File: src/rtl/sseg_scan.sv
// Four-digit common-anode seven-segment scanner for the stopwatch display.
// Multiplexes digits, decodes BCD, adds decimal points, leading-zero blank and flashing.
module sseg_scan #(
    parameter int unsigned REFRESH_DIV = 100000,
    parameter int unsigned FLASH_DIV   = 250
) (
    input  logic        clk,
    input  logic        R,
    input  logic [15:0] digits,
    input  logic [3:0]  dp_mask,
    input  logic        lz_en,
    input  logic        flash_en,
    output logic [3:0]  an,
    output logic [6:0]  sseg,
    output logic        dp
);

    localparam int unsigned PW = (REFRESH_DIV > 1) ? $clog2(REFRESH_DIV) : 1;
    localparam int unsigned FW = (FLASH_DIV > 1) ? $clog2(FLASH_DIV) : 1;
    localparam logic [PW-1:0] PMax = PW'(REFRESH_DIV - 1);
    localparam logic [FW-1:0] FMax = FW'(FLASH_DIV - 1);

    logic [PW-1:0] pre_q, pre_d;
    logic [1:0]    idx_q, idx_d;
    logic [15:0]   snap_q, snap_d;
    logic [FW-1:0] fcnt_q, fcnt_d;
    logic          off_q, off_d;
    logic [3:0]    an_q, an_d;
    logic [6:0]    sseg_q, sseg_d;
    logic          dp_q, dp_d;

    logic          tick;
    logic [3:0]    nibble;
    logic          blank;

    function automatic logic [6:0] decode(input logic [3:0] n);
        logic [6:0] s;
        unique case (n)
            4'd0:    s = 7'b1000000;
            4'd1:    s = 7'b1111001;
            4'd2:    s = 7'b0100100;
            4'd3:    s = 7'b0110000;
            4'd4:    s = 7'b0011001;
            4'd5:    s = 7'b0010010;
            4'd6:    s = 7'b0000010;
            4'd7:    s = 7'b1111000;
            4'd8:    s = 7'b0000000;
            4'd9:    s = 7'b0010000;
            default: s = 7'b0111111;
        endcase
        return s;
    endfunction

    always_comb begin
        tick = (pre_q == PMax);
        pre_d = tick ? '0 : pre_q + 1'b1;

        // Slot 0 reads live digits so the value it shows equals the one being snapshotted.
        unique case (idx_q)
            2'd0:    nibble = digits[3:0];
            2'd1:    nibble = snap_q[7:4];
            2'd2:    nibble = snap_q[11:8];
            default: nibble = snap_q[15:12];
        endcase
        blank = (idx_q == 2'd3) && lz_en && (nibble == 4'd0);

        idx_d  = idx_q;
        snap_d = snap_q;
        fcnt_d = fcnt_q;
        off_d  = off_q;
        an_d   = an_q;
        sseg_d = sseg_q;
        dp_d   = dp_q;

        if (!flash_en) begin
            fcnt_d = '0;
            off_d  = 1'b0;
        end

        if (tick) begin
            idx_d = idx_q + 2'd1;
            if (idx_q == 2'd0) begin
                snap_d = digits;
            end
            sseg_d = blank ? 7'h7F : decode(nibble);
            dp_d   = blank ? 1'b1 : ~dp_mask[idx_q];
            an_d   = (flash_en && off_q) ? 4'b1111 : ~(4'b0001 << idx_q);
            if (flash_en) begin
                if (fcnt_q == FMax) begin
                    fcnt_d = '0;
                    off_d  = ~off_q;
                end else begin
                    fcnt_d = fcnt_q + 1'b1;
                end
            end
        end
    end

    always_ff @(posedge clk or posedge R) begin
        if (R) begin
            pre_q  <= '0;
            idx_q  <= 2'd0;
            snap_q <= 16'h0000;
            fcnt_q <= '0;
            off_q  <= 1'b0;
            an_q   <= 4'b1111;
            sseg_q <= 7'h7F;
            dp_q   <= 1'b1;
        end else begin
            pre_q  <= pre_d;
            idx_q  <= idx_d;
            snap_q <= snap_d;
            fcnt_q <= fcnt_d;
            off_q  <= off_d;
            an_q   <= an_d;
            sseg_q <= sseg_d;
            dp_q   <= dp_d;
        end
    end

    assign an   = an_q;
    assign sseg = sseg_q;
    assign dp   = dp_q;

endmodule

File: config.mk
export PLATFORM = sky130hd
export DESIGN_NAME = sseg_scan
export DESIGN_NICKNAME = d
export VERILOG_FILES = /design/src/rtl/sseg_scan.sv
export SDC_FILE = /design/constraint.sdc
export NUM_CORES = 1
export LEC_CHECK = 0
export ABC_AREA = 0
export ABC_CLOCK_PERIOD_IN_PS = 3800
export BUFFER_PORTS_ARGS = -buffer_cell sky130_fd_sc_hd__buf_2
export CELL_PAD_IN_SITES_DETAIL_PLACEMENT = 1
export CELL_PAD_IN_SITES_GLOBAL_PLACEMENT = 1
export CORE_UTILIZATION = 48
export CTS_BUF_LIST = sky130_fd_sc_hd__clkbuf_4 sky130_fd_sc_hd__clkbuf_8 sky130_fd_sc_hd__clkbuf_16
export CTS_CLUSTER_DIAMETER = 120
export DETAILED_ROUTE_END_ITERATION = 10
export GPL_ROUTABILITY_DRIVEN = 0
export PLACE_DENSITY = 0.95
export SLEW_MARGIN = 20
export SYNTH_ARGS = -nofsm -noshare
export SYNTH_HDL_FRONTEND = slang
export SYNTH_SLANG_ARGS = --single-unit
File: constraint.sdc
create_clock -name clk -period 3.8 [get_ports clk]
set_input_delay 0.57 -clock clk [delete_from_list [all_inputs] [get_ports clk]]
set_output_delay 0.57 -clock clk [all_outputs]
set_load 0.01 [all_outputs]
==> impl_metrics.ini <==
[global_routing]
gr-usage-met1_pct = 28.6
grtUsageMet2_pct = 43.5
grt_pass1_vias = 2164
grt_pass1_wl_um = 10700
grtUsageTotal_pct = 23.7
grt_overflow = 0
top_usage_layer = met2
antenna_found_initial = 0
globalRouteMet3Util_pct = 3.61
grt_start_max_net_pins = 53

[route]
wl_per_cell_um = 18.1
drcViolationCount = 0
ant_nets = 0
routed_wl_um = 6320
via_per_inst = 5.61
initialDrtViolationCount = 158
dr.pass1.iters = 4
via_count = 1965

[logic_synthesis]
synth-seq-cells = 52
syn_nets = 278
syn_area_per_cell_um2 = 10.8
netlist_area_mm2 = 0.00262
async_flop_share_pct = 100
synth_edf_count = 0
netlist_top_cells_area = dfrtp_1 38%, dfstp_2 12%, ha_1 5.2%
synthDistinctLibCells = 41
synthCells = 243
ys_warn_count = 0
synth_top_area_cell = dfrtp_1
yosys-top-cells-count = 40 x dfrtp_1, 31 x nor2_1, 23 x nand2_1, 13 x xor2_1
yosysTopAreaCellShare_pct = 38.1
yosysMostFrequentCell = dfrtp_1
synth_flop_cell = dfrtp_1
synth-seq-area-share_pct = 50.2

[critical_path]
critical_path_required_ns = 4.01
crit_fanout = 5
crit_type = reg2reg
slowest_delay_ns = 0.46
cp.arrival_ns = 2.73
endpoint_kind = flip-flop
start_kind = flip-flop
crit_slowest_cell = dfrtp_1
crit_chain = inv_1 -> ha_1 -> a222oi_1 -> mux2i_1 -> inv_2 -> ha_1 -> a41o_1 -> a21oi_1 -> a21oi_1

[layout]
layout-drive-gt1-share_pct = 26.8
syn_to_final_growth_pct = 13.1
diodes = 0
seq_area_mm2 = 0.00132
fin_nets = 314
multi_input_area_mm2 = 0.00123
final_area_mm2 = 0.00297
fillers = 587

[floorplan]
die_h_um = 75.9
dieArea_mm2 = 0.00577
die_w_um = 75.9
coreArea_mm2 = 0.00517
ios = 36
start_util_pct = 50.7
rows = 26

[power_and_ir_drop]
p_per_area_mw_per_mm2 = 327
p_sw_uw = 212
power.share.clock_pct = 36.2
pwr-share-comb_pct = 5.6
power_leakage_nw = 1.40
p_int_uw = 758
switching_share_pct = 21.9
peakVddDrop_mv = 0.239
power.total_uw = 970
seqPwrFrac_pct = 58.2

[status]
outcome = complete, no violations

[placement]
portBuffers = 35
place_area_mm2 = 0.00286
hpwl_um = 4530

[sta]
max_freq_ghz = 0.397
finalHoldViolCount = 0
drv_slew = 0
worst_pin_slew_ns = 0.880
finalSetupViolCount = 0
skew_ns = 0.00765
setup_tns_ns = 0
holdWs_ns = 0.419
rsz0062_at_grt = false
worst_slew_margin_rel_pct = 41.3
finalCritPeriodShare_pct = 66.3
finalCriticalPeriod_ns = 2.52

[clocking]
clk_latency_ns = 0.30
cts.sinks = 52
cts_hold_buf = 0
clk_pin_slew_worst_paths_ns = 0.09
numCtsBuffers = 5
cts_resized = 0
cts_root_buffer = clkbuf_8
cts_tree = built
clockBufferDepth = 2
post-cts-setup-buffers = 0
htree_levels = 2

[flow_run]
maxCapViolCount = 0

[worst_hold_path]
min_path_type = in2async
[flip-flops by register name, summed over array words and instances, names as in the netlist]
register  count
an            4
dp            1
fcnt_q        8
idx_q         2
off_q         1
pre_q        17
snap_q       12
sseg          7
[worst max-delay path, delay by kind of cell (launching register included)]
family	cells	cell delay [ns]
fa+ha+maj	2	0.54
compound gates	4	0.81
flops	1	0.46
buf+inv	2	0.24
mux	1	0.39
[final cells by class]
| type | instances | share of cell area, % |
|---|---|---|
| inverters | 12 | 1.56 |
| flip-flops and latches | 52 | 44.4 |
| clock buffers | 8 | 3.50 |
| repair buffers | 36 | 6.16 |
| multi-input cells | 172 | 41.5 |
| well taps | 70 | 2.95 |
[through the flow]
stage | setup WS [ns] | util [%] | instances
floorplan | 1.71 | - | 243
global placement | 1.52 | 55.3 | 342
detailed placement | 1.35 | 55.3 | 342
CTS | 1.31 | 57.3 | 350
global route | 1.11 | 57.4 | 350
finish | 1.28 | 57.4 | 350
[layout by cell type, fill, tap and decap left out, types with 4 or more instances in the layout]
cell type   n
nor2_1     31
ha_1       11
a21oi_1     6
nand3_1    12
clkbuf_8    7
nand2_1    23
nand4_1     8
inv_1       9
mux2_2      4
xor2_1     13
xnor2_1     9
buf_2      35
mux2_1      4
dfrtp_1    40
dfstp_2    12
mux2_4      9
o21ai_1     4
a31oi_1     6
[power by group through the flow]
stage	clock [mW]	sequential [mW]	combinational [mW]
2_1_floorplan	0	0.573	0.0326
3_3_place_gp	0	0.574	0.0523
3_5_place_dp	0	0.575	0.0550
4_1_cts	0.355	0.564	0.0556
5_1_grt	0.377	0.565	0.0606
6_report	0.351	0.565	0.0546
[per-layer routing]
layer  vias up  wire length [um]
li1        912                 -
met1      1001              2690
met2        44              3380
met3         8               174
met4         0                81
met5         -                 0
[final timing paths]
path	start	end	slack, ns	depth (start not counted)
max	idx_q[0]	sseg[2]	1.28	9
min	R	pre_q[3]	0.42	2
max reg2reg	idx_q[0]	sseg[2]	1.28	9
min reg2reg	pre_q[0]	pre_q[0]	0.49	1
max in group asynchronous	R	fcnt_q[0]	2.86	2
min in group clk	digits[5]	snap_q[5]	0.48	2
[cell families (layout without fill, tap and decap cells)]
| group | Yosys count | in the layout | share of synthesized area (%) |
|---|---|---|---|
| buf+inv | 19 | 56 | 3.29 |
| fa+ha+maj | 11 | 11 | 5.25 |
| mux | 21 | 21 | 10.6 |
| xor+xnor | 22 | 22 | 7.34 |
| flops | 52 | 52 | 50.2 |
| compound gates | 27 | 27 | 6.77 |
| simple gates | 91 | 91 | 16.6 |
Power figures use the tool's default switching activity.
